File: config.mk
export PLATFORM = sky130hd
export DESIGN_NAME = camera_bus_tx
export DESIGN_NICKNAME = d
export VERILOG_FILES = /design/src/rtl/cam_pkg.sv /design/src/rtl/cam_timing_gen.sv /design/src/rtl/camera_bus_tx.sv
export SDC_FILE = /design/constraint.sdc
export NUM_CORES = 1
export LEC_CHECK = 0
export CAP_MARGIN = 25
export CORE_AREA = 3 3 77 79
export CTS_BUF_LIST = sky130_fd_sc_hd__clkbuf_8
export DETAILED_ROUTE_END_ITERATION = 8
export DIE_AREA = 0 0 80 82
export PLACE_DENSITY = 0.8
export SLEW_MARGIN = 20
export SYNTH_ARGS = -nofsm -noshare
export SYNTH_HDL_FRONTEND = slang
export SYNTH_SLANG_ARGS = --single-unit
File: constraint.sdc
create_clock -name i_pclk -period 4.42 [get_ports i_pclk]
set_input_delay 0.884 -clock i_pclk [delete_from_list [all_inputs] [get_ports i_pclk]]
set_output_delay 0.884 -clock i_pclk [all_outputs]
set_load 0.05 [all_outputs]
File: src/rtl/cam_pkg.sv
`default_nettype none
// ============================================================================
// Module      : cam_pkg
// Description : Shared timing defaults, bus widths and FSM state encoding
//               for the camera bus transmitter.
// Revision    : 1.0 - initial release
// ============================================================================
package cam_pkg;

    localparam int C_H_ACTIVE = 640;
    localparam int C_V_ACTIVE = 480;
    localparam int C_H_BLANK  = 288;
    localparam int C_VS_LINES = 3;
    localparam int C_VBP      = 17;
    localparam int C_VFP      = 10;

    localparam int C_ADDR_W   = 19;
    localparam int C_PIX_W    = 12;

    typedef enum logic [0:0] {
        ST_IDLE = 1'b0,
        ST_RUN  = 1'b1
    } state_t;

endpackage
`default_nettype wire

File: src/rtl/cam_timing_gen.sv
`default_nettype none
// ============================================================================
// Module      : cam_timing_gen
// Description : Frame FSM, h/v counters and vsync/href/pixel decodes.
// Revision    : 1.0 - initial release
// ============================================================================
module cam_timing_gen
    import cam_pkg::*;
#(
    parameter int H_ACTIVE = C_H_ACTIVE,
    parameter int V_ACTIVE = C_V_ACTIVE,
    parameter int H_BLANK  = C_H_BLANK,
    parameter int VS_LINES = C_VS_LINES,
    parameter int VBP      = C_VBP,
    parameter int VFP      = C_VFP
) (
    input  logic i_pclk,
    input  logic i_rst,
    input  logic i_en,
    output logic o_run,
    output logic o_rd_strobe,
    output logic o_vs,
    output logic o_href,
    output logic o_first,
    output logic o_last_px,
    output logic o_frame_wrap
);

    localparam int LINE  = 2*H_ACTIVE + H_BLANK;
    localparam int FRAME = VS_LINES + VBP + V_ACTIVE + VFP;
    localparam int HW    = $clog2(LINE);
    localparam int VW    = $clog2(FRAME);

    localparam logic [HW-1:0] C_H_LAST    = HW'(LINE - 1);
    localparam logic [HW-1:0] C_H_ACT     = HW'(2*H_ACTIVE);
    localparam logic [HW-1:0] C_H_PX_LAST = HW'(2*H_ACTIVE - 1);
    localparam logic [VW-1:0] C_V_LAST    = VW'(FRAME - 1);
    localparam logic [VW-1:0] C_VS        = VW'(VS_LINES);
    localparam logic [VW-1:0] C_V_FIRST   = VW'(VS_LINES + VBP);
    localparam logic [VW-1:0] C_V_ACTLAST = VW'(VS_LINES + VBP + V_ACTIVE - 1);

    state_t          r_state, w_state_nxt;
    logic [HW-1:0]   r_h, w_h_nxt;
    logic [VW-1:0]   r_v, w_v_nxt;
    logic            w_h_wrap, w_v_wrap;

    function automatic logic f_href(input logic [HW-1:0] h, input logic [VW-1:0] v);
        return (h < C_H_ACT) && (v >= C_V_FIRST) && (v <= C_V_ACTLAST);
    endfunction

    assign w_h_wrap = (r_h == C_H_LAST);
    assign w_v_wrap = (r_v == C_V_LAST);

    // i_en only matters in IDLE or at the very last counter position
    always_comb begin
        w_state_nxt = r_state;
        w_h_nxt     = '0;
        w_v_nxt     = '0;
        case (r_state)
            ST_IDLE: if (i_en) w_state_nxt = ST_RUN;
            ST_RUN: begin
                if (w_h_wrap) begin
                    if (w_v_wrap) begin
                        if (!i_en) w_state_nxt = ST_IDLE;
                    end else begin
                        w_v_nxt = r_v + 1'b1;
                    end
                end else begin
                    w_h_nxt = r_h + 1'b1;
                    w_v_nxt = r_v;
                end
            end
            default: w_state_nxt = ST_IDLE;
        endcase
    end

    // Read strobe is decoded from the next counter value so it lines up with the counters
    always_ff @(posedge i_pclk) begin
        if (i_rst) begin
            r_state     <= ST_IDLE;
            r_h         <= '0;
            r_v         <= '0;
            o_rd_strobe <= 1'b0;
        end else begin
            r_state     <= w_state_nxt;
            r_h         <= w_h_nxt;
            r_v         <= w_v_nxt;
            o_rd_strobe <= (w_state_nxt == ST_RUN) && f_href(w_h_nxt, w_v_nxt) && !w_h_nxt[0];
        end
    end

    assign o_run        = (r_state == ST_RUN);
    assign o_vs         = o_run && (r_v < C_VS);
    assign o_href       = o_run && f_href(r_h, r_v);
    assign o_first      = o_href && !r_h[0];
    assign o_last_px    = o_run && (r_h == C_H_PX_LAST) && (r_v == C_V_ACTLAST);
    assign o_frame_wrap = o_run && w_h_wrap && w_v_wrap;

endmodule
`default_nettype wire

File: src/rtl/camera_bus_tx.sv
`default_nettype none
// ============================================================================
// Module      : camera_bus_tx
// Description : Framebuffer reader driving an 8-bit DVP-style camera bus.
// Revision    : 1.0 - initial release
// ============================================================================
module camera_bus_tx
    import cam_pkg::*;
#(
    parameter int H_ACTIVE = C_H_ACTIVE,
    parameter int V_ACTIVE = C_V_ACTIVE,
    parameter int H_BLANK  = C_H_BLANK,
    parameter int VS_LINES = C_VS_LINES,
    parameter int VBP      = C_VBP,
    parameter int VFP      = C_VFP
) (
    input  logic                i_pclk,
    input  logic                i_rst,
    input  logic                i_en,
    output logic [C_ADDR_W-1:0] o_rd_addr,
    output logic                o_rd_en,
    input  logic [C_PIX_W-1:0]  i_rd_data,
    output logic                o_vsync,
    output logic                o_href,
    output logic [7:0]          o_D,
    output logic                o_frame_done
);

    logic w_run, w_rd_strobe, w_vs, w_href, w_first, w_last_px, w_frame_wrap;

    logic                r_vs1, r_href1, r_first1, r_last1, r_last2;
    logic [7:0]          r_gb;
    logic [C_ADDR_W-1:0] r_addr;

    cam_timing_gen #(
        .H_ACTIVE (H_ACTIVE),
        .V_ACTIVE (V_ACTIVE),
        .H_BLANK  (H_BLANK),
        .VS_LINES (VS_LINES),
        .VBP      (VBP),
        .VFP      (VFP)
    ) u_timing (
        .i_pclk       (i_pclk),
        .i_rst        (i_rst),
        .i_en         (i_en),
        .o_run        (w_run),
        .o_rd_strobe  (w_rd_strobe),
        .o_vs         (w_vs),
        .o_href       (w_href),
        .o_first      (w_first),
        .o_last_px    (w_last_px),
        .o_frame_wrap (w_frame_wrap)
    );

    always_ff @(posedge i_pclk) begin
        if (i_rst || !w_run || w_frame_wrap) begin
            r_addr <= '0;
        end else if (w_rd_strobe) begin
            r_addr <= r_addr + 1'b1;
        end
    end

    // Stage 1 carries the decodes while the RAM read is in flight; stage 2 is the pins
    always_ff @(posedge i_pclk) begin
        if (i_rst) begin
            r_vs1        <= 1'b0;
            r_href1      <= 1'b0;
            r_first1     <= 1'b0;
            r_last1      <= 1'b0;
            r_last2      <= 1'b0;
            r_gb         <= '0;
            o_vsync      <= 1'b0;
            o_href       <= 1'b0;
            o_D          <= '0;
            o_frame_done <= 1'b0;
        end else begin
            r_vs1        <= w_vs;
            r_href1      <= w_href;
            r_first1     <= w_first;
            r_last1      <= w_last_px;
            r_last2      <= r_last1;
            o_frame_done <= r_last2;
            o_vsync      <= r_vs1;
            o_href       <= r_href1;
            if (r_first1) begin
                r_gb <= i_rd_data[7:0];
            end
            if (!r_href1) begin
                o_D <= '0;
            end else if (r_first1) begin
                o_D <= {4'b0000, i_rd_data[11:8]};
            end else begin
                o_D <= r_gb;
            end
        end
    end

    assign o_rd_en   = w_rd_strobe;
    assign o_rd_addr = r_addr;

endmodule
`default_nettype wire

==> flow_metrics.env, run 1 <==
export IMPL_outcome="finished clean"
export IMPL_root_buffer="clkbuf_8"
export IMPL_num_rows=27
export IMPL_worstPathCellList="clkdlybuf4s50_1, nor2b_1, nand2_1, nor4_1"
export IMPL_routed_wl_um=5774
export IMPL_ys_types=48
export IMPL_hp_class="reg2reg"
export IMPL_ir_worst_vdd_mv=0.1840
export IMPL_coreArea_um2=5405
export IMPL_initial_core_util_pct=53.98
export IMPL_drv_slew=0
export IMPL_drtIter0Drc=114
export IMPL_ys_ff_latch=65
export IMPL_cpPeakStageDelay_ns=0.67
export IMPL_drc=0
export IMPL_synthToLayoutAreaGrowth_pct=22.08
export IMPL_vias=2374
export IMPL_tns_ns=0
export IMPL_cts_sinks=65
export IMPL_hold_depth=1
export IMPL_antenna_cells=0
export IMPL_reg2reg_from="u_timing.r_h[0]"
export IMPL_ff2ff_path_depth=6
export IMPL_internal_power_uw=840.3
export IMPL_grt_ovfl_total=0
export IMPL_hpwl_um=4001
export IMPL_ioPinCount=46
export IMPL_relSlewSlack_pct=36.71
export IMPL_grt_pass1_wl_um=9756
export IMPL_clockBufferDepth=2
export IMPL_drive_gt1_share_pct=8.021
export IMPL_postCtsSetupRepairBufs=0
export IMPL_cp_num_buf_inv=1
export IMPL_endpoint_kind="flip-flop"
export IMPL_crit_type="in2reg"
export IMPL_antenna_found_initial=0
export IMPL_wl_per_cell_um=12.95
export IMPL_first_pass_iters=4
export IMPL_cts_resized=0
export IMPL_viasPerCell=5.323
export IMPL_dieHeight_um=82
export IMPL_power_density_nw_per_um2=307.5
export IMPL_tightest_slew_ns=0.9471
export IMPL_hold_violations=0
export IMPL_hold_end="r_last2"
export IMPL_hold_start="r_last1"
export IMPL_swShare_pct=23.29
export IMPL_die_w_um=80
export IMPL_final_nets=389
export IMPL_netlist_instances=329
export IMPL_grt_max_degree=30
export IMPL_grt_use_total_pct=19.05
export IMPL_dieArea_um2=6560
export IMPL_numCtsBuffers=9
export IMPL_net_switching_power_uw=255.1
export IMPL_min_period_ns=2.737
export IMPL_cp_depth=4
export IMPL_arrival_ns=2.98
export IMPL_worst_clock_skew_ns=0.007425
export IMPL_p_seq_share_pct=54.0
export IMPL_crit_family="simple AND/OR/NAND/NOR gates"
export IMPL_crit_path_start="i_rst"
export IMPL_clock_latency_ns=0.34
export IMPL_syn_area_um2=2918
export IMPL_antenna_left=0
export IMPL_drv_cap=0
export IMPL_ff2ff_setup_slack_ns=1.90
export IMPL_holdBufCountCts=0
export IMPL_clk_pin_slew_worst_paths_ns=0.07
export IMPL_syn_avg_cell_area_um2=8.869
export IMPL_setup_violations=0
export IMPL_cp_slowest_cell="clkdlybuf4s50_1"
export IMPL_h_tree_depth=3
export IMPL_worst_hold_slack_ns=0.4370
export IMPL_dp_cells=430
export IMPL_crit_fanout=29
export IMPL_ys_seq_area_share_pct=44.60
export IMPL_rsz0062_at_grt="no"
export IMPL_share_comb_of_total_power_pct=2.9
export IMPL_fin_crit_sh_pct=61.93
export IMPL_p_leak_nw=1.248
export IMPL_io_buffers=45
export IMPL_grt_pass1_vias=2106
export IMPL_gp_congestion=0.9126
export IMPL_clkPwrFrac_pct=43.2
export IMPL_synth_nets=349
export IMPL_timing_fmax_mhz=365.3
export IMPL_critPathLaunchType="input pin"
export IMPL_reg2reg_to="u_timing.o_run"
export IMPL_final_cells=446
export IMPL_required_ns=4.66
export IMPL_cts_tree="yes"
export IMPL_yosys_warnings=0
per-stage QoR:
| stage | total power [mW] | utilization (%) | instance area (um^2) | setup slack [ns] |
|---|---|---|---|---|
| 3_3_place_gp | 0.6360 | 62.41 | 3373 | 1.390 |
| 6_report | 1.095 | 65.90 | 3562 | 1.683 |
| 5_1_grt | 1.133 | 65.90 | 3562 | 1.425 |
| 3_5_place_dp | 0.6362 | 62.41 | 3373 | 1.308 |
| 2_1_floorplan | 0.6192 | - | 2918 | 2.498 |
| 4_1_cts | 1.103 | 65.90 | 3562 | 1.673 |
worst max path at each step:
stage                                      end  slack (ns)
after floorplan                  o_rd_addr[13]        2.50
after global placement    u_timing.o_rd_strobe        1.39
after detailed placement  u_timing.o_rd_strobe        1.31
after CTS                 u_timing.o_rd_strobe        1.67
after global routing      u_timing.o_rd_strobe        1.42
final                     u_timing.o_rd_strobe        1.68
layout by cell type (no fill, tap or decap), types with 6 or more instances in the layout:
cell type / instances
dfxtp_1: 65
nor2b_1: 7
xor2_1: 21
nand2_1: 32
nand2b_1: 12
nand4_1: 10
a21oi_1: 18
o21ai_0: 7
nand3_1: 12
clkbuf_8: 11
clkdlybuf4s50_1: 45
and3_1: 10
inv_1: 6
xnor2_1: 13
nor2_1: 48
Yosys cell counts, drive strengths merged:
cell type | instances | area share (%)
nor4 | 5 | 1.6
inv | 6 | 0.77
or3 | 4 | 1.0
xor2 | 21 | 6.3
o21ai | 9 | 1.7
ha | 5 | 2.1
nor3 | 4 | 1.2
a32oi | 2 | 0.60
nor2 | 49 | 6.6
xnor2 | 14 | 4.5
mux2i | 2 | 0.69
and3 | 11 | 2.4
a221oi | 1 | 0.30
nand2 | 32 | 4.1
buf | 11 | 2.3
nand3b | 1 | 0.26
a22oi | 1 | 0.26
nand3 | 12 | 2.1
o211a | 1 | 0.34
dfxtp | 65 | 45
and4 | 6 | 1.9
or2 | 1 | 0.21
a21oi | 19 | 3.4
and2 | 4 | 0.86
clkbuf | 5 | 0.64
nor2b | 7 | 1.5
a32o | 1 | 0.34
nor3b | 1 | 0.26
and3b | 1 | 0.30
nand2b | 12 | 2.6
o211ai | 4 | 1.0
nand4 | 12 | 3.3
power by group through the flow:
stage / combinational, mW / sequential (mW) / clock, mW
after floorplan: 0.0141 / 0.605 / 0
after global placement: 0.0315 / 0.605 / 0
after detailed placement: 0.0318 / 0.604 / 0
after CTS: 0.0319 / 0.591 / 0.480
after global routing: 0.0346 / 0.591 / 0.508
final: 0.0315 / 0.591 / 0.473
flip-flops by register name (all words and copies together) (netlist names):
signal                count
u_timing.o_run            1
u_timing.r_v              9
o_href                    1
r_gb                      8
r_first1                  1
o_frame_done              1
r_vs1                     1
r_last1                   1
o_D                       8
u_timing.r_h             11
o_vsync                   1
r_href1                   1
o_rd_addr                19
r_last2                   1
u_timing.o_rd_strobe      1
metal layers:
metal	vias to the layer above	GRT usage [%]	routed length, um
li1	1202	-	-
met1	1088	24.97	2727
met2	72	28.56	2524
met3	12	6.469	392
met4	0	8.108	129
met5	-	0	0
kinds of logic (layout without fill, tap and decap cells):
| kind of cell | after synthesis | count (layout) | share of synthesized area [%] |
|---|---|---|---|
| simple gates | 162 | 162 | 30.19 |
| flops | 65 | 65 | 44.60 |
| compound gates | 38 | 38 | 7.933 |
| xor+xnor | 35 | 35 | 10.76 |
| buf+inv | 22 | 67 | 3.688 |
| fa+ha+maj | 5 | 5 | 2.144 |
| mux | 2 | 2 | 0.6861 |
area by class of cell:
| class | instances | area (um^2) |
|---|---|---|
| Clock buffer | 11 | 151.4 |
| Clock inverter | 5 | 37.54 |
| Multi-Input combinational cell | 242 | 1509 |
| Timing Repair Buffer | 45 | 450.4 |
| Fill cell | 442 | 1843 |
| Inverter | 6 | 22.52 |
| Sequential cell | 65 | 1301 |
| Tap cell | 72 | 90.09 |
No activity file was read; power rests on OpenSTA's default activity.
==> inputs of run 2 (changes only) <==
==> constraint.sdc (replaced) <==
create_clock -name i_pclk -period 2.7 [get_ports i_pclk]
set_input_delay 0.54 -clock i_pclk [delete_from_list [all_inputs] [get_ports i_pclk]]
set_output_delay 0.54 -clock i_pclk [all_outputs]
set_load 0.05 [all_outputs]
==> run 2 against run 1 <==
Effect of this change: die area is the same; critical endpoint is now o_rd_en; via count shrank 1.9%; non-clock buffer count grew 2; critical path type is now reg2out.
==> flow_metrics.env, run 2 (same netlist as run 1, synthesis figures left out) <==
export IMPL_outcome="finished clean"
export IMPL_die_w_um=80
export IMPL_antenna_left=0
export IMPL_drtIter0Drc=171
export IMPL_rsz0062_at_grt="no"
export IMPL_clockBufferDepth=2
export IMPL_postCtsSetupRepairBufs=0
export IMPL_p_leak_nw=1.262
export IMPL_drive_gt1_share_pct=8.511
export IMPL_nFillCells=455
export IMPL_grt_ovfl_total=0
export IMPL_crit_family="buffers and inverters"
export IMPL_critPathLaunchType="flip-flop"
export IMPL_setup_violations=0
export IMPL_fin_util_pct=66.39
export IMPL_coreArea_um2=5405
export IMPL_antenna_found_initial=0
export IMPL_clk_pin_slew_worst_paths_ns=0.07
export IMPL_final_nets=391
export IMPL_clock_latency_ns=0.35
export IMPL_final_cell_mix="dfxtp_1, nor2_1, clkdlybuf4s50_1"
export IMPL_wl_per_cell_um=13.00
export IMPL_gp_congestion=0.9141
export IMPL_io_buffers=45
export IMPL_cp_slowest_cell="clkdlybuf4s50_1"
export IMPL_hpwl_um=4109
export IMPL_power_density_nw_per_um2=517.1
export IMPL_cts_resized=0
export IMPL_ioPinCount=46
export IMPL_numCtsBuffers=9
export IMPL_hold_violations=0
export IMPL_holdBufCountCts=0
export IMPL_drv_slew=0
export IMPL_drc=0
export IMPL_fin_crit_sh_pct=82.15
export IMPL_multi_input_area_um2=1509
export IMPL_root_buffer="clkbuf_8"
export IMPL_required_ns=2.16
export IMPL_crit_type="reg2out"
export IMPL_largest_reg_flops=19
export IMPL_dieHeight_um=82
export IMPL_stdcell_area_um2=3588
export IMPL_cpPeakStageDelay_ns=0.86
export IMPL_vias=2330
export IMPL_dieArea_um2=6560
export IMPL_ir_worst_vdd_mv=0.3406
export IMPL_cts_tree="yes"
export IMPL_worstPathCellList="clkdlybuf4s50_1"
export IMPL_h_tree_depth=3
export IMPL_synthToLayoutAreaGrowth_pct=22.98
export IMPL_endpoint_kind="output port"
export IMPL_final_common_cell="dfxtp_1"
export IMPL_tns_ns=0
export IMPL_tightest_slew_ns=0.5341
export IMPL_post_dp_cell_area_um2=3388
export IMPL_grt_use_total_pct=19.10
export IMPL_hp_class="reg2reg"
export IMPL_cts_sinks=65
export IMPL_routed_wl_um=5825
export IMPL_arrival_ns=1.68
export IMPL_crit_fanout=7
export IMPL_drv_cap=0
export IMPL_timing_fmax_mhz=450.8
export IMPL_worst_hold_slack_ns=0.4411
export IMPL_initial_core_util_pct=53.98
export IMPL_regArea_um2=1301
export IMPL_grt_pass1_wl_um=9687
export IMPL_num_rows=27
export IMPL_relSlewSlack_pct=64.34
export IMPL_grt_max_degree=28
export IMPL_cp_num_buf_inv=1
export IMPL_viasPerCell=5.201
export IMPL_grt_pass1_vias=2140
export IMPL_min_period_ns=2.218
export IMPL_worst_clock_skew_ns=0.006032
export IMPL_antenna_cells=0
export IMPL_first_pass_iters=4
==> run 2: worst reg2reg max path, delay by kind of cell (launching register included) <==
| family | cells | cell delay, ns |
|---|---|---|
| flip-flops | 1 | 0.46 |
| buffers and inverters | 1 | 0.29 |
| adder cells (fa/ha/maj) | 1 | 0.28 |
| AND/OR/NAND/NOR | 5 | 1.04 |
==> run 2: area by class of cell <==
cell class                 count  share of cell area, %
clock buffer                   9                  3.452
clock inverter                 7                  2.127
inverter                       6                 0.6276
multi-input combinational    242                  42.05
sequential                    65                  36.26
tap                           72                  2.510
timing repair buffer          47                  12.97
==> run 2: final timing paths <==
| check | startpoint | endpoint | slack (ns) | cells after the start |
|---|---|---|---|---|
| setup / recovery | u_timing.o_rd_strobe | o_rd_en | 0.48 | 1 |
| hold / removal | r_vs1 | o_vsync | 0.44 | 1 |
| setup reg to reg | u_timing.r_h[0] | o_rd_addr[12] | 0.52 | 7 |
| hold reg to reg | r_vs1 | o_vsync | 0.44 | 1 |
==> run 2: through the flow <==
| stage | setup WS (ns) | total power [mW] | instances |
|---|---|---|---|
| floorplan | 0.7776 | 1.014 | 329 |
| detailed placement | 0.5201 | 1.044 | 432 |
| finish | 0.4819 | 1.856 | 448 |
| global placement | 0.5842 | 1.043 | 432 |
| global route | 0.3312 | 1.921 | 448 |
| CTS | 0.4712 | 1.873 | 448 |
==> run 2: report_power, final <==
| group | switching, mW | internal [mW] |
|---|---|---|
| Sequential | 0.00501 | 0.962 |
| Clock | 0.403 | 0.432 |
| Combinational | 0.0266 | 0.0271 |
==> run 2: layer usage <==
| metal | vias to the layer above | GRT usage (%) | wire length, um |
|---|---|---|---|
| met4 | 0 | 10.98 | 131 |
| met1 | 1063 | 23.82 | 2707 |
| met3 | 14 | 4.496 | 268 |
| met5 | - | 0 | 0 |
| met2 | 53 | 30.22 | 2718 |
| li1 | 1200 | - | - |
==> inputs of run 3 (changes only) <==
==> constraint.sdc (replaced) <==
create_clock -name i_pclk -period 2.15 [get_ports i_pclk]
set_input_delay 0.43 -clock i_pclk [delete_from_list [all_inputs] [get_ports i_pclk]]
set_output_delay 0.43 -clock i_pclk [all_outputs]
set_load 0.05 [all_outputs]
==> run 3 against run 2 <==
Effect of this change: register-to-register slack worse by 0.39 ns; clock skew up 0.0045 ns; flip-flop and latch count unchanged; wire length increased by 5.4%; critical path depth is the same; sequential power grew 25%; worst setup slack lost 0.42 ns; largest power group unchanged.
==> flow_metrics.env, run 3 (same netlist as run 1, synthesis figures left out) <==
export IMPL_gp_congestion=0.9185
export IMPL_crit_fanout=6
export IMPL_antenna_left=0
export IMPL_drive_gt1_share_pct=10.24
export IMPL_wl_per_cell_um=13.56
export IMPL_cp_slowest_cell="clkdlybuf4s50_1"
export IMPL_clk_pin_slew_worst_paths_ns=0.07
export IMPL_critPathLaunchType="flip-flop"
export IMPL_crit_family="buffers and inverters"
export IMPL_met1_usage_pct=25.39
export IMPL_final_common_cell="dfxtp_1"
export IMPL_use_met2_pct=31.13
export IMPL_ioPinCount=46
export IMPL_p_leak_nw=1.320
export IMPL_fin_ws_ns=0.06499
export IMPL_power_mw=2.473
export IMPL_num_rows=27
export IMPL_numCtsBuffers=9
export IMPL_arrival_ns=1.66
export IMPL_cts_tree="yes"
export IMPL_initial_core_util_pct=53.98
export IMPL_grt_max_degree=21
export IMPL_crit_type="reg2out"
export IMPL_setup_violations=0
export IMPL_drc=0
export IMPL_drv_slew=0
export IMPL_largest_reg_flops=19
export IMPL_drtIter0Drc=150
export IMPL_first_pass_iters=4
export IMPL_h_tree_depth=3
export IMPL_grt_use_total_pct=20.00
export IMPL_hpwl_um=4210
export IMPL_die_w_um=80
export IMPL_outcome="finished clean"
export IMPL_cts_sinks=65
export IMPL_routed_wl_um=6142
export IMPL_root_buffer="clkbuf_8"
export IMPL_grt_met3_usage_pct=3.838
export IMPL_dieHeight_um=82
export IMPL_grt_ovfl_total=0
export IMPL_dieArea_um2=6560
export IMPL_worstPathCellList="clkdlybuf4s50_1"
export IMPL_io_buffers=45
export IMPL_grt_pass1_wl_um=10140
export IMPL_clockBufferDepth=2
export IMPL_viasPerCell=5.258
export IMPL_coreArea_um2=5405
export IMPL_place_ws_ns=0.1821
export IMPL_hold_violations=0
export IMPL_antenna_cells=0
export IMPL_endpoint_kind="output port"
export IMPL_min_period_ns=2.085
export IMPL_cp_num_buf_inv=1
export IMPL_ir_worst_vdd_mv=0.3722
export IMPL_clock_latency_ns=0.35
export IMPL_synthToLayoutAreaGrowth_pct=25.60
export IMPL_relSlewSlack_pct=65.14
export IMPL_drv_cap=0
export IMPL_tns_ns=0
export IMPL_ff2ff_setup_slack_ns=0.13
export IMPL_grt_pass1_vias=2174
export IMPL_timing_fmax_mhz=479.6
export IMPL_hp_class="reg2reg"
export IMPL_busiest_layer="met2"
export IMPL_tightest_slew_ns=0.5213
export IMPL_holdBufCountCts=0
export IMPL_worst_clock_skew_ns=0.01056
export IMPL_cpPeakStageDelay_ns=0.85
export IMPL_final_cell_mix="dfxtp_1, nor2_1, clkdlybuf4s50_1"
export IMPL_required_ns=1.72
export IMPL_fin_crit_sh_pct=96.98
export IMPL_antenna_found_initial=0
export IMPL_power_density_nw_per_um2=674.8
export IMPL_vias=2382
export IMPL_nFillCells=436
export IMPL_final_nets=396
[run 3: changes by cell type in the layout (fill, tap and decap cells not counted)]
cell             delta
ha_2                +1
clkdlybuf4s50_1     -1
inv_6               -1
nor4_1              -1
bufinv_16           +1
nor4_2              +1
buf_4               +5
clkbuf_8            +1
dlymetal6s2s_1      +1
clkinvlp_4          -1
ha_1                -1
[run 3: power breakdown]
part           leakage (nW)  internal (mW)  switching, mW
logic                 0.683         0.0388         0.0383
registers             0.524           1.21        0.00506
clock network         0.113          0.688          0.494
[run 3: area by class of cell]
cell class / instances / area, um^2 / area share, %
flip-flops and latches: 65 / 1301 / 35.51
clock inverters: 6 / 90.09 / 2.458
multi-input cells: 242 / 1518 / 41.41
clock buffers: 10 / 137.6 / 3.756
well taps: 72 / 90.09 / 2.458
repair buffers: 52 / 505.5 / 13.79
inverters: 6 / 22.52 / 0.6145
[run 3: final timing paths]
kind	start	to	cells after the start
worst min-delay path	r_last2	o_frame_done	1
worst min register to register	r_last2	o_frame_done	1
worst max register to register	u_timing.r_h[1]	u_timing.o_rd_strobe	7
worst max-delay path	o_rd_addr[10]	o_rd_addr[10]	1
[run 3: routing by layer]
metal,wire length (um),part of all wire [%]
met4,168,2.7
met5,0,0
met2,2822,46
met1,2806,46
met3,344,5.6
[run 3: stage by stage]
step	std cells	instance area, um^2	hold slack (ns)	util [%]
6_report	453	3665	0.4460	67.80
4_1_cts	453	3654	0.4524	67.59
5_1_grt	453	3665	0.4636	67.80
2_1_floorplan	329	2918	0.4138	-
3_5_place_dp	437	3426	0.4265	63.38
3_3_place_gp	437	3426	0.4190	63.38
[run 3: repair_timing]
item | CTS | global route
buffers inserted | 0 | 0
endpoints found under the setup margin | 0 | 3
resized for setup | 0 | 3
hold endpoints to repair | 0 | 0
